### src/rtl/cycle_scheduler.sv
// cycle_scheduler: steps the three LED cycle channels through a fixed
// four-entry speed pattern table. Advances come from a debounced button
// press or from a dwell timer; every change restarts all channels together.
module cycle_scheduler #(
  parameter int DEBOUNCE_CYCLES = 240000,
  parameter int DWELL_CYCLES    = 48000000,
  parameter int RESTART_CYCLES  = 4,
  parameter int SPEED_W         = 16
) (
  input  logic               clk,
  input  logic               rst,
  input  logic               btn,
  input  logic               auto_en,
  output logic [SPEED_W-1:0] speed_r,
  output logic [SPEED_W-1:0] speed_g,
  output logic [SPEED_W-1:0] speed_b,
  output logic [2:0]         ch_rst,
  output logic [1:0]         pattern
);

  localparam logic [0:0] ST_RESTART = 1'b0;
  localparam logic [0:0] ST_RUN     = 1'b1;

  // Each counter only needs to reach (parameter - 1).
  localparam int DB_W = (DEBOUNCE_CYCLES > 1) ? $clog2(DEBOUNCE_CYCLES) : 1;
  localparam int DW_W = (DWELL_CYCLES > 1)    ? $clog2(DWELL_CYCLES)    : 1;
  localparam int RS_W = (RESTART_CYCLES > 1)  ? $clog2(RESTART_CYCLES)  : 1;

  // Pattern table lookup; channel 0 = red, 1 = green, 2 = blue.
  function automatic logic [SPEED_W-1:0] table_speed(input logic [1:0] pat, input int ch);
    logic [SPEED_W-1:0] v;
    v = '0;
    case (pat)
      2'd0: begin
        if (ch == 0)      v = SPEED_W'(1301);
        else if (ch == 1) v = SPEED_W'(1607);
        else              v = SPEED_W'(1999);
      end
      2'd1: v = SPEED_W'(1607);
      2'd2: v = (ch == 0) ? SPEED_W'(1301) : '0;
      default: v = (ch == 2) ? SPEED_W'(1999) : '0;
    endcase
    return v;
  endfunction

  logic              sync1_reg, sync2_reg;
  logic              db_reg, db_prev_reg;
  logic [DB_W-1:0]   db_cnt_reg;
  logic [0:0]        state_reg;
  logic [RS_W-1:0]   rs_cnt_reg;
  logic [DW_W-1:0]   dwell_reg;
  logic [1:0]        pattern_reg;
  logic [2:0]        ch_rst_reg;
  logic [SPEED_W-1:0] speed_reg [3];
  logic [2:0]        park;
  logic [1:0]        pattern_next;
  logic              press, expire, advance;

  assign pattern_next = pattern_reg + 2'd1;
  assign press        = db_reg & ~db_prev_reg;
  assign expire       = (state_reg == ST_RUN) && auto_en &&
                        (dwell_reg == DW_W'(DWELL_CYCLES - 1));
  assign advance      = (state_reg == ST_RUN) && (press || expire);

  // Synchronize the raw button and accept a new level only after it is stable.
  always_ff @(posedge clk) begin
    if (!rst) begin
      sync1_reg   <= 1'b0;
      sync2_reg   <= 1'b0;
      db_reg      <= 1'b0;
      db_prev_reg <= 1'b0;
      db_cnt_reg  <= '0;
    end else begin
      sync1_reg   <= btn;
      sync2_reg   <= sync1_reg;
      db_prev_reg <= db_reg;
      if (sync2_reg != db_reg) begin
        if (db_cnt_reg == DB_W'(DEBOUNCE_CYCLES - 1)) begin
          db_reg     <= sync2_reg;
          db_cnt_reg <= '0;
        end else begin
          db_cnt_reg <= db_cnt_reg + 1'b1;
        end
      end else begin
        db_cnt_reg <= '0;
      end
    end
  end

  // Per-channel speed registers and parked flags; speeds load only on advance.
  genvar gi;
  generate
    for (gi = 0; gi < 3; gi++) begin : g_ch
      assign park[gi] = (speed_reg[gi] == '0);

      always_ff @(posedge clk) begin
        if (!rst)
          speed_reg[gi] <= table_speed(2'd0, gi);
        else if (advance)
          speed_reg[gi] <= table_speed(pattern_next, gi);
      end
    end
  endgenerate

  // RESTART/RUN sequencing, dwell timer and pattern stepping.
  always_ff @(posedge clk) begin
    if (!rst) begin
      state_reg   <= ST_RESTART;
      rs_cnt_reg  <= '0;
      dwell_reg   <= '0;
      pattern_reg <= 2'd0;
      ch_rst_reg  <= 3'b111;
    end else begin
      case (state_reg)
        ST_RESTART: begin
          ch_rst_reg <= 3'b111;
          if (rs_cnt_reg == RS_W'(RESTART_CYCLES - 1)) begin
            state_reg  <= ST_RUN;
            rs_cnt_reg <= '0;
            ch_rst_reg <= park;
          end else begin
            rs_cnt_reg <= rs_cnt_reg + 1'b1;
          end
        end
        ST_RUN: begin
          if (advance) begin
            pattern_reg <= pattern_next;
            rs_cnt_reg  <= '0;
            dwell_reg   <= '0;
            state_reg   <= ST_RESTART;
            ch_rst_reg  <= 3'b111;
          end else begin
            ch_rst_reg <= park;
            if (auto_en)
              dwell_reg <= dwell_reg + 1'b1;
          end
        end
        default: state_reg <= ST_RESTART;
      endcase
    end
  end

  assign speed_r = speed_reg[0];
  assign speed_g = speed_reg[1];
  assign speed_b = speed_reg[2];
  assign ch_rst  = ch_rst_reg;
  assign pattern = pattern_reg;

endmodule

### config.mk
export PLATFORM = sky130hd
export DESIGN_NAME = cycle_scheduler
export DESIGN_NICKNAME = d
export VERILOG_FILES = /design/src/rtl/cycle_scheduler.sv
export SDC_FILE = /design/constraint.sdc
export NUM_CORES = 1
export LEC_CHECK = 0
export ABC_CLOCK_PERIOD_IN_PS = 6450
export BUFFER_PORTS_ARGS = -buffer_cell sky130_fd_sc_hd__buf_2
export CAP_MARGIN = 10
export CORE_MARGIN = 4
export CORE_UTILIZATION = 50
export CTS_BUF_LIST = sky130_fd_sc_hd__clkbuf_4
export DETAILED_ROUTE_END_ITERATION = 12
export PLACE_DENSITY = 0.73
export SLEW_MARGIN = 20
export SYNTH_ARGS = -nofsm -noshare
export SYNTH_HDL_FRONTEND = slang
export SYNTH_SLANG_ARGS = --single-unit
export TNS_END_PERCENT = 20
### constraint.sdc
create_clock -name clk -period 6.45 [get_ports clk]
set_input_delay 0.645 -clock clk [delete_from_list [all_inputs] [get_ports clk]]
set_output_delay 0.645 -clock clk [all_outputs]
set_load 0.02 [all_outputs]
# Yosys cells after proc, flatten, opt, wreduce, memory -nomap -nowiden
# Memories as Yosys holds them, arrays and structs flattened.
# Cells that the tools add are included.
[word_totals]
register_bits = 56
mem_bits_rw = 48
in_bits = 4
out_inout_bits = 53
word_cells = 72
mem_count = 1
[classes]
add_sub_neg = 4
n_eq_ne = 7
n_mux = 27
bitwise = 8
reduce_logical = 15
[mem_list]
columns = ["memory", "words", "width", "read_ports", "rd_clocked_by_memory_dff", "wr", "line", "text"]
rows = [
  ["speed_reg", 3, 16, 3, 0, 3, "54", "logic [SPEED_W-1:0] speed_reg [3];"],
]
[op_table]
columns = ["op", "n"]
rows = [
  ["2-to-1 mux 16 bit", 9],
  ["2-to-1 mux 26 bit", 2],
  ["zero test 16 bit", 3],
  ["one-hot mux 11 bit (2 select lines)", 2],
  ["adder 26 x 1 -> 26 bit, second input constant", 1],
  ["equality test 26 bit, second input constant", 1],
  ["adder 18 x 1 -> 18 bit, second input constant", 1],
  ["equality test 18 bit, second input constant", 1],
  ["2-to-1 mux 11 bit", 1],
  ["2-to-1 mux 1 bit", 6],
  ["2-to-1 mux 3 bit", 2],
  ["one-hot mux 3 bit (2 select lines)", 1],
  ["AND reduction 2 bit", 3],
  ["adder 2 x 1 -> 2 bit, second input constant", 2],
  ["equality test 2 bit, second input constant", 2],
  ["2-to-1 mux 2 bit", 2],
  ["inverter 1 bit", 4],
  ["one-hot mux 2 bit (2 select lines)", 1],
  ["OR reduction 2 bit", 2],
  ["logical AND 1 bit", 3],
  ["bitwise OR 1 bit", 3],
  ["OR reduction 3 bit", 1],
  ["equality test 2 x 1 -> 1 bit, second input constant", 1],
  ["zero test 2 bit", 1],
  ["6 further kinds", 6],
]

# Depth between registers and ports, before layout
# Gate-level depths: netlist of the first run.
[depth]
word_depth = 8
ltp_mapped = 9
ltp_nobuf = 6

# Worst setup path before layout of the first run
# No wires, ideal clock.
[synth_path]
path_kind = "input -> register"
start = "in auto_en"
end = "mem speed_reg[0][2] (enable)"
setup_time_ns = 0.297
arrival_ns = 2.192
t_required_ns = 6.153
setup_slack_ns = 3.961
cell_stages = 8
n_path_buf = 4
path_cell_list = "clkbuf_2 -> nand2_1 -> or3_1 -> buf_6 -> o31a_4 -> o21ai_4 -> buf_6 -> buf_8"
[synth_lines]
columns = ["element", "line", "text"]
rows = [
  ["from (decl)", "13", "input logic auto_en,"],
  ["to (decl)", "54", ""],
]

==> results of run 1 <==
[metal layers]
metal,global-route usage,vias to the layer above
met5,0,-
met4,0.0807,0
met3,0.0684,8
met2,0.242,68
met1,0.169,1016
li1,-,1141
[cells by family (layout without fill, tap and decap cells)]
logic type               after synthesis  count (layout)  share of synthesized area
AO/OA/AOI/OAI                         24              24                     0.0565
multiplexers                           3               3                    0.00968
AND/OR/NAND/NOR                      157             157                      0.259
adder cells (fa/ha/maj)                7               7                     0.0282
flip-flops                            62              62                      0.419
other                                  1              25                    0.00121
XOR/XNOR                              30              30                     0.0847
buffers and inverters                 63              56                      0.141
[layout make-up]
| cell class | instances | area (um2) | area share |
|---|---|---|---|
| Inverter | 9 | 33.8 | 0.0106 |
| Clock inverter | 6 | 76.3 | 0.0239 |
| Tap cell | 75 | 93.8 | 0.0294 |
| Clock buffer | 10 | 75.1 | 0.0235 |
| Multi-Input combinational cell | 246 | 1450 | 0.456 |
| Timing Repair Buffer | 31 | 155 | 0.0486 |
| Sequential cell | 62 | 1300 | 0.408 |
[placed cells by master (no fill, tap or decap), types with 7 or more instances in the layout]
| master | instances |
|---|---|
| nand3_1 | 17 |
| dfxtp_1 | 56 |
| buf_2 | 31 |
| nand4_1 | 10 |
| clkbuf_4 | 10 |
| xor2_1 | 12 |
| conb_1 | 25 |
| nor3_1 | 17 |
| nor2_1 | 50 |
| inv_1 | 9 |
| xnor2_1 | 18 |
| and2_1 | 7 |
| ha_1 | 7 |
| nand2_1 | 19 |
[worst paths after layout]
| kind | startpoint | endpoint | slack [ns] | cells past startpoint |
|---|---|---|---|---|
| hold reg to reg | sync1_reg$_SDFF_PN0_ | sync2_reg$_SDFF_PN0_ | 0.45 | 1 |
| hold / removal | btn | sync1_reg$_SDFF_PN0_ | 0.44 | 2 |
| setup / recovery | state_reg$_SDFF_PN0_ | speed_reg[0][2]$_SDFFCE_PN1P_ | 3.68 | 4 |
| setup reg to reg | state_reg$_SDFF_PN0_ | speed_reg[0][2]$_SDFFCE_PN1P_ | 3.68 | 4 |
[power by group through the flow]
stage                     Sequential [mW]  Combinational (mW)  Clock, mW
after floorplan                     0.412              0.0498          0
after global placement              0.410              0.0424          0
after detailed placement            0.411              0.0432          0
after CTS                           0.402              0.0432      0.304
after global routing                0.403              0.0480      0.323
final                               0.402              0.0435      0.295
[worst register-to-register path, stage by stage, from the launching register on]
cell,delay (ns)
dfxtp_1,0.54
nand2_1,0.16
or3_1,0.52
o31a_4,0.45
o21ai_4,0.73
==> flow_summary_export.csv, run 1 <==
group,metric,value,unit
setup_path,critical_path_buf_inv_count,0,
timing,tns,0,ns
placed_design,dp_hpwl,3700,um
yosys,yosysMostFrequentCell,"dfxtp_1",
pwr,clkPwrFrac,0.399,
timing,finalClockSkew,0.00952,ns
setup_path,critPathTopFamily,"compound AO/OA/AOI/OAI gates",
yosys,synth_edf_count,6,
timing,slew_headroom,0.382,
yosys,synth-async-reset-ratio,0,
cts,post_cts_resized,0,
timing,hold_viol_final,0,
pwr,pwr-share-comb,0.059,
setup_path,arrival,2.81,ns
pwr,switchingPower,0.177,mW
timing,fmax,0.361,GHz
cts,cts_setup_buffers,0,
cts,clk_pin_slew_worst_paths,0.10,ns
floorplanning,die_h,86.8,um
timing,maxSlewViolCount,0,
cts,cts-hold-fix-buffers,0,
routing,drt-total-wl,5360,um
placed_design,dpl_worst_slack,3.44,ns
cts,cts_sinks,62,
yosys,synth-seq-cells,62,
pwr,power_density,232,nW/um2
layout,antenna_cells,0,
routing,wl_met3,423,um
layout,drive_above_1_share,0.137,
timing,setup_viol_count_final,0,
placed_design,placed_area,3040,um2
timing,worst_pin_slew,0.923,ns
yosys,syn_inst,347,
layout,largest_reg_flops,26,
layout,area_delta_synth_final,2.78,%
setup_path,crit_slowest_cell,"o21ai_4",
placed_design,dp_cells,423,
layout,nNetsFinal,370,
cts,htree_levels,3,
yosys,ys_types,46,
yosys,syn_area,3100,um2
yosys,synth_common_cells,"dfxtp_1 (56), nor2_1 (50), buf_4 (43)",
status,status,"finished clean",
global_routing,antenna_found_initial,0,
routing,drt_iter0_drc,187,
cts,clockRootBuffer,"clkbuf_4",
pwr,power,0.741,mW
routing,vias_per_cell,5.09,
min_path,hp-class,"input port to flop",
routing,post-route-drc-count,0,
floorplanning,die-area,7530,um2
setup_path,end_kind,"flop",
setup_path,slowest_delay,0.73,ns
setup_path,path_cells,"nand2_1 -> or3_1 -> o31a_4 -> o21ai_4",
pwr,vdd_drop_max,0.125,mV
yosys,synth_warnings,0,
floorplanning,core-area,5960,um2
setup_path,required,6.49,ns
routing,highest_layer,"met4",
layout,fin_util,0.536,
layout,fin_cells,439,
cts,cts_buffers,9,
cts,cts.path.max_buffers,2,
job,maxCapViolations,0,
yosys,synth-main-ff-cell,"dfxtp_1",
pwr,swShare,0.239,
floorplanning,fp-row-count,28,
floorplanning,io_pins,57,
global_routing,grtUsageTotal,0.152,
layout,fillCellCount,547,
timing,min_period_over_period,0.429,
placed_design,routabilityCongestion,0.746,
routing,vias,2233,
yosys,synth_area_leaders,"dfxtp_1 (36%), buf_4 (10%), nor2_1 (6.0%)",
pwr,internal-power,0.564,mW
pwr,power_leakage,1.14,nW
setup_path,crit_type,"flop to flop",
yosys,yosysSeqAreaShare,0.419,
cts,cts_tree,"done",
setup_path,crit_path_start_kind,"flop",
timing,rsz0062_at_grt,"false",
floorplanning,die_w,86.8,um
routing,met1Wirelength,2320,um
global_routing,overflow,0,
routing,ant_nets,0,
timing,period_needed,2.77,ns
setup_path,path_max_fanout,36,
global_routing,grt_max_degree,37,
pwr,p_seq_frac,0.543,
placed_design,io_buffers,31,
routing,wl_per_cell,12.2,um
yosys,synth_top_area_share,0.361,
timing,hold_ws,0.440,ns
global_routing,grt_pass1_vias,2097,
yosys,avgSynthCellArea,8.94,um2
yosys,synth_top_area_cell,"dfxtp_1",
timing,fin_ws,3.68,ns
floorplanning,initial_core_util,0.521,
routing,wl_met2,2530,um
cts,clock_latency,0.40,ns
routing,firstDrtPassIters,4,
global_routing,grt_pass1_wl,8960,um
layout,stdcell_area,3190,um2
(Power assumes the default switching activity.)
==> inputs of run 2 (changes only) <==
--- a/config.mk
+++ b/config.mk
@@ -5,14 +5,14 @@
 export SDC_FILE = /design/constraint.sdc
 export NUM_CORES = 1
 export LEC_CHECK = 0
-export ABC_CLOCK_PERIOD_IN_PS = 6450
+export ABC_CLOCK_PERIOD_IN_PS = 2300
 export BUFFER_PORTS_ARGS = -buffer_cell sky130_fd_sc_hd__buf_2
 export CAP_MARGIN = 10
 export CORE_MARGIN = 4
 export CORE_UTILIZATION = 50
 export CTS_BUF_LIST = sky130_fd_sc_hd__clkbuf_4
 export DETAILED_ROUTE_END_ITERATION = 12
-export PLACE_DENSITY = 0.73
+export PLACE_DENSITY = 0.76
 export SLEW_MARGIN = 20
 export SYNTH_ARGS = -nofsm -noshare
 export SYNTH_HDL_FRONTEND = slang
==> constraint.sdc (replaced) <==
create_clock -name clk -period 2.3 [get_ports clk]
set_input_delay 0.23 -clock clk [delete_from_list [all_inputs] [get_ports clk]]
set_output_delay 0.23 -clock clk [all_outputs]
set_load 0.02 [all_outputs]
==> run 2 against run 1 <==
Non-clock buffer count up 7; flip-flop and latch count unchanged; worst setup slack worse by 3.5 ns; die area unchanged; sequential share of layout area down 0.096 points; critical path depth up 3; via count up 2.2%; sequential power rose to 2.8 times the previous value; register-to-register slack worse by 3.5 ns; power rose to 2.5 times the previous value; largest power group unchanged.
==> flow_summary_export.csv, run 2 (synthesis results as in run 1) <==
group,metric,value,unit
status,status,"finished clean",
layout,nNetsFinal,377,
routing,firstDrtPassIters,4,
setup_path,slowest_delay,0.41,ns
cts,cts_buffers,9,
timing,hold_viol_final,0,
floorplanning,die_w,86.8,um
cts,cts.path.max_buffers,2,
global_routing,grt_pass1_wl,9120,um
timing,finalClockSkew,0.0169,ns
layout,largest_reg_flops,26,
setup_path,path_max_fanout,23,
routing,vias,2282,
global_routing,overflow,0,
global_routing,grt_max_degree,24,
routing,vias_per_cell,5.12,
cts,htree_levels,3,
min_path,hp-class,"input port to flop",
cts,cts_setup_buffers,0,
routing,drt_iter0_drc,105,
cts,clockRootBuffer,"clkbuf_4",
floorplanning,core-area,5960,um2
layout,final_cell_mix,"dfxtp_1 (56), nor2_1 (50), buf_2 (31)",
placed_design,io_buffers,31,
layout,fin_util,0.537,
timing,min_period_over_period,0.935,
setup_path,crit_slowest_cell,"dfxtp_1",
setup_path,arrival,2.43,ns
floorplanning,fp-row-count,28,
timing,fmax,0.465,GHz
floorplanning,io_pins,57,
setup_path,crit_type,"flop to flop",
routing,drt-total-wl,5400,um
timing,tns,0,ns
timing,rsz0062_at_grt,"false",
global_routing,antenna_found_initial,0,
cts,clk_pin_slew_worst_paths,0.11,ns
routing,ant_nets,0,
timing,setup_viol_count_final,0,
layout,drive_above_1_share,0.151,
layout,area_delta_synth_final,3.02,%
setup_path,crit_path_start_kind,"flop",
setup_path,path_cells,"ha_1 -> nand2_1 -> or3_1 -> o31a_4 -> o21ai_4 -> buf_4 -> nor3_1",
global_routing,grtUsageTotal,0.154,
pwr,power_leakage,1.15,nW
cts,cts_tree,"done",
pwr,power_density,583,nW/um2
setup_path,end_kind,"flop",
placed_design,routabilityCongestion,0.865,
layout,final_common_cell,"dfxtp_1",
timing,period_needed,2.15,ns
routing,post-route-drc-count,0,
global_routing,grt_pass1_vias,2111,
floorplanning,initial_core_util,0.521,
pwr,vdd_drop_max,0.406,mV
floorplanning,die_h,86.8,um
floorplanning,die-area,7530,um2
job,maxCapViolations,0,
placed_design,dp_hpwl,3870,um
cts,clock_latency,0.41,ns
routing,wl_per_cell,12.1,um
layout,antenna_cells,0,
timing,maxSlewViolCount,0,
setup_path,required,2.58,ns
cts,cts_sinks,62,
run 2: cell types whose count changed in the layout (fill, tap and decap cells not counted), sizes merged:
cell         change
dlygate4sd3      +1
clkinvlp         +1
bufinv           -2
buf              +6
clkinv           +1
run 2: per-stage QoR:
step | instance area (um2) | hold slack, ns | total power, mW | setup slack [ns] | cells
floorplan | 3190 | 0.357 | 1.29 | 0.144 | 371
global route | 3200 | 0.178 | 1.95 | 0.0188 | 446
CTS | 3200 | 0.173 | 1.89 | 0.156 | 446
finish | 3200 | 0.202 | 1.86 | 0.149 | 446
global placement | 3080 | 0.420 | 1.28 | 0.262 | 429
detailed placement | 3080 | 0.423 | 1.28 | 0.193 | 429
run 2: area by class of cell:
| class | count | area [um2] |
|---|---|---|
| clock buffers | 10 | 75.1 |
| multi-input cells | 246 | 1450 |
| repair buffers | 38 | 210 |
| fillers | 556 | 2760 |
| well taps | 75 | 93.8 |
| clock inverters | 6 | 28.8 |
| flip-flops and latches | 62 | 1300 |
| inverters | 9 | 33.8 |
run 2: power breakdown:
part	internal, mW	switching [mW]	total (mW)
Combinational	0.0356	0.101	0.137
Clock	0.220	0.384	0.604
Sequential	1.11	0.0118	1.12
Total	1.37	0.497	1.86
run 2: worst max-delay path: cells and delay by family, from the launching register on:
kind	cells	cell delay, ns
AND/OR/NAND/NOR	3	0.52
adder cells (fa/ha/maj)	1	0.21
buffers and inverters	1	0.29
AO/OA/AOI/OAI	2	0.59
flip-flops	1	0.41
run 2: what timing repair did:
action | 4_1_cts | 5_1_grt
endpoints found under the hold margin | 1 | 0
hold buffers | 1 | 0
gates resized for setup | 0 | 0
run 2: routing by layer:
metal	global-route usage	wire length [um]	up-vias
li1	-	-	1158
met1	0.178	2380	1033
met2	0.249	2470	80
met3	0.0466	412	11
met4	0.0935	137	0
met5	0	0	-
run 2: path summary, 6_finish.rpt:
path                            cells past startpoint                       from                         to  slack, ns
worst max register to register                      7  dwell_reg[0]$_SDFFE_PN0P_  dwell_reg[4]$_SDFFE_PN0P_       0.15
worst min register to register                      1       sync1_reg$_SDFF_PN0_       sync2_reg$_SDFF_PN0_       0.45
worst max-delay path                                7  dwell_reg[0]$_SDFFE_PN0P_  dwell_reg[4]$_SDFFE_PN0P_       0.15
worst min-delay path                                3                    auto_en  dwell_reg[1]$_SDFFE_PN0P_       0.20
==> inputs of run 3 (changes only) <==
--- a/config.mk
+++ b/config.mk
@@ -12,7 +12,7 @@
 export CORE_UTILIZATION = 50
 export CTS_BUF_LIST = sky130_fd_sc_hd__clkbuf_4
 export DETAILED_ROUTE_END_ITERATION = 12
-export PLACE_DENSITY = 0.76
+export PLACE_DENSITY = 0.83
 export SLEW_MARGIN = 20
 export SYNTH_ARGS = -nofsm -noshare
 export SYNTH_HDL_FRONTEND = slang
==> run 3 against run 2 <==
Maximum frequency is 4.2% higher; worst setup slack better by 0.087 ns; non-clock buffer count unchanged; global-route usage rose by 0.061 points; sequential share of layout area fell by 0.33 points; critical path depth decreased by 1; flip-flop and latch count did not move; register-to-register slack improved by 0.09 ns; clock-buffer cell count is 1 lower; clock skew increased by 0.0015 ns; largest power group unchanged.
==> flow_summary_export.csv, run 3 (synthesis results as in run 1) <==
group,metric,value,unit
pwr,power,1.98,mW
floorplanning,die_h,86.8,um
routing,wl_per_cell,12.3,um
timing,min_period_over_period,0.898,
timing,hold_viol_final,0,
timing,hold_ws,0.0220,ns
timing,slew_headroom,0.656,
layout,area_delta_synth_final,3.87,%
layout,fin_cells,446,
routing,drt-total-wl,5490,um
layout,fillCellCount,553,
cts,cts.path.max_buffers,2,
setup_path,arrival,2.20,ns
layout,nNetsFinal,377,
job,maxCapViolations,0,
pwr,power_density,613,nW/um2
placed_design,routabilityCongestion,0.818,
cts,cts_tree,"done",
timing,period_needed,2.06,ns
global_routing,grt_pass1_vias,2066,
global_routing,grt_max_degree,20,
routing,vias,2241,
floorplanning,core-area,5960,um2
setup_path,crit_type,"flop to flop",
cts,cts_setup_buffers,0,
setup_path,end_kind,"flop",
setup_path,crit_path_start_kind,"flop",
routing,vias_per_cell,5.02,
routing,firstDrtPassIters,4,
timing,setup_viol_count_final,0,
floorplanning,initial_core_util,0.521,
cts,cts-hold-fix-buffers,0,
timing,fin_ws,0.236,ns
floorplanning,die_w,86.8,um
min_path,hp-class,"input port to flop",
timing,tns,0,ns
global_routing,antenna_found_initial,0,
status,status,"finished clean",
placed_design,placed_area,3090,um2
layout,stdcell_area,3220,um2
setup_path,required,2.43,ns
global_routing,grt_pass1_wl,9170,um
placed_design,io_buffers,31,
cts,cts_sinks,62,
placed_design,dp_cells,430,
layout,drive_above_1_share,0.159,
routing,post-route-drc-count,0,
layout,fin_util,0.541,
cts,clockRootBuffer,"clkbuf_4",
timing,fmax,0.484,GHz
layout,final_common_cell,"dfxtp_1",
global_routing,overflow,0,
cts,clk_pin_slew_worst_paths,0.10,ns
placed_design,dpl_worst_slack,0.243,ns
floorplanning,fp-row-count,28,
layout,final_cell_mix,"dfxtp_1 (56), nor2_1 (50), buf_2 (31)",
cts,clock_latency,0.42,ns
timing,worst_pin_slew,0.512,ns
timing,finalClockSkew,0.0184,ns
cts,cts_buffers,9,
setup_path,path_max_fanout,11,
timing,maxSlewViolCount,0,
timing,rsz0062_at_grt,"false",
layout,largest_reg_flops,26,
layout,antenna_cells,0,
floorplanning,die-area,7530,um2
placed_design,dp_hpwl,4000,um
routing,ant_nets,0,
pwr,power_leakage,1.16,nW
global_routing,grtUsageTotal,0.155,
pwr,vdd_drop_max,0.389,mV
cts,htree_levels,3,
floorplanning,io_pins,57,
cts,post_cts_resized,0,
routing,drt_iter0_drc,128,
## run 3: changes by cell type in the layout (fill, tap and decap cells not counted), sizes merged
cell         previous run  this run
buf                    37        38
bufinv                  0         1
clkbuf                 10         9
dlygate4sd3             1         0
## run 3: final cells by class
| class | instances | area (um2) | area share |
|---|---|---|---|
| clock buffers | 9 | 67.6 | 0.0210 |
| clock inverters | 7 | 65.1 | 0.0202 |
| inverters | 9 | 33.8 | 0.0105 |
| multi-input cells | 246 | 1450 | 0.451 |
| flip-flops and latches | 62 | 1300 | 0.404 |
| well taps | 75 | 93.8 | 0.0291 |
| repair buffers | 38 | 208 | 0.0644 |
## run 3: metal layers
| metal | vias to the layer above | global-route usage | part of all wire | wire length, um |
|---|---|---|---|---|
| li1 | 1162 | - | - | - |
| met1 | 1009 | 0.178 | 0.42 | 2280 |
| met2 | 60 | 0.255 | 0.49 | 2710 |
| met3 | 10 | 0.0656 | 0.074 | 407 |
| met4 | 0 | 0.0567 | 0.016 | 89 |
| met5 | - | 0 | 0 | 0 |
## run 3: report_power, final
part | switching (mW) | leakage (nW) | internal [mW]
clock network | 0.394 | 0.0731 | 0.323
registers | 0.0126 | 0.496 | 1.11
logic | 0.101 | 0.593 | 0.0361
## run 3: critical path, cell delays in order, from the launching register on
cell and delay, ns:
dfxtp_1 0.39, ha_1 0.21, nand2_1 0.08, or3_1 0.34
o31a_4 0.41, o21ai_4 0.15, buf_4 0.20
## run 3: path summary, 6_finish.rpt
check	end	slack [ns]	depth (start not counted)	startpoint
worst max-delay path	speed_reg[0][2]$_SDFFCE_PN1P_	0.24	6	dwell_reg[0]$_SDFFE_PN0P_
worst min-delay path	sync1_reg$_SDFF_PN0_	0.02	2	btn
worst max register to register	speed_reg[0][2]$_SDFFCE_PN1P_	0.24	6	dwell_reg[0]$_SDFFE_PN0P_
worst min register to register	sync2_reg$_SDFF_PN0_	0.43	1	sync1_reg$_SDFF_PN0_
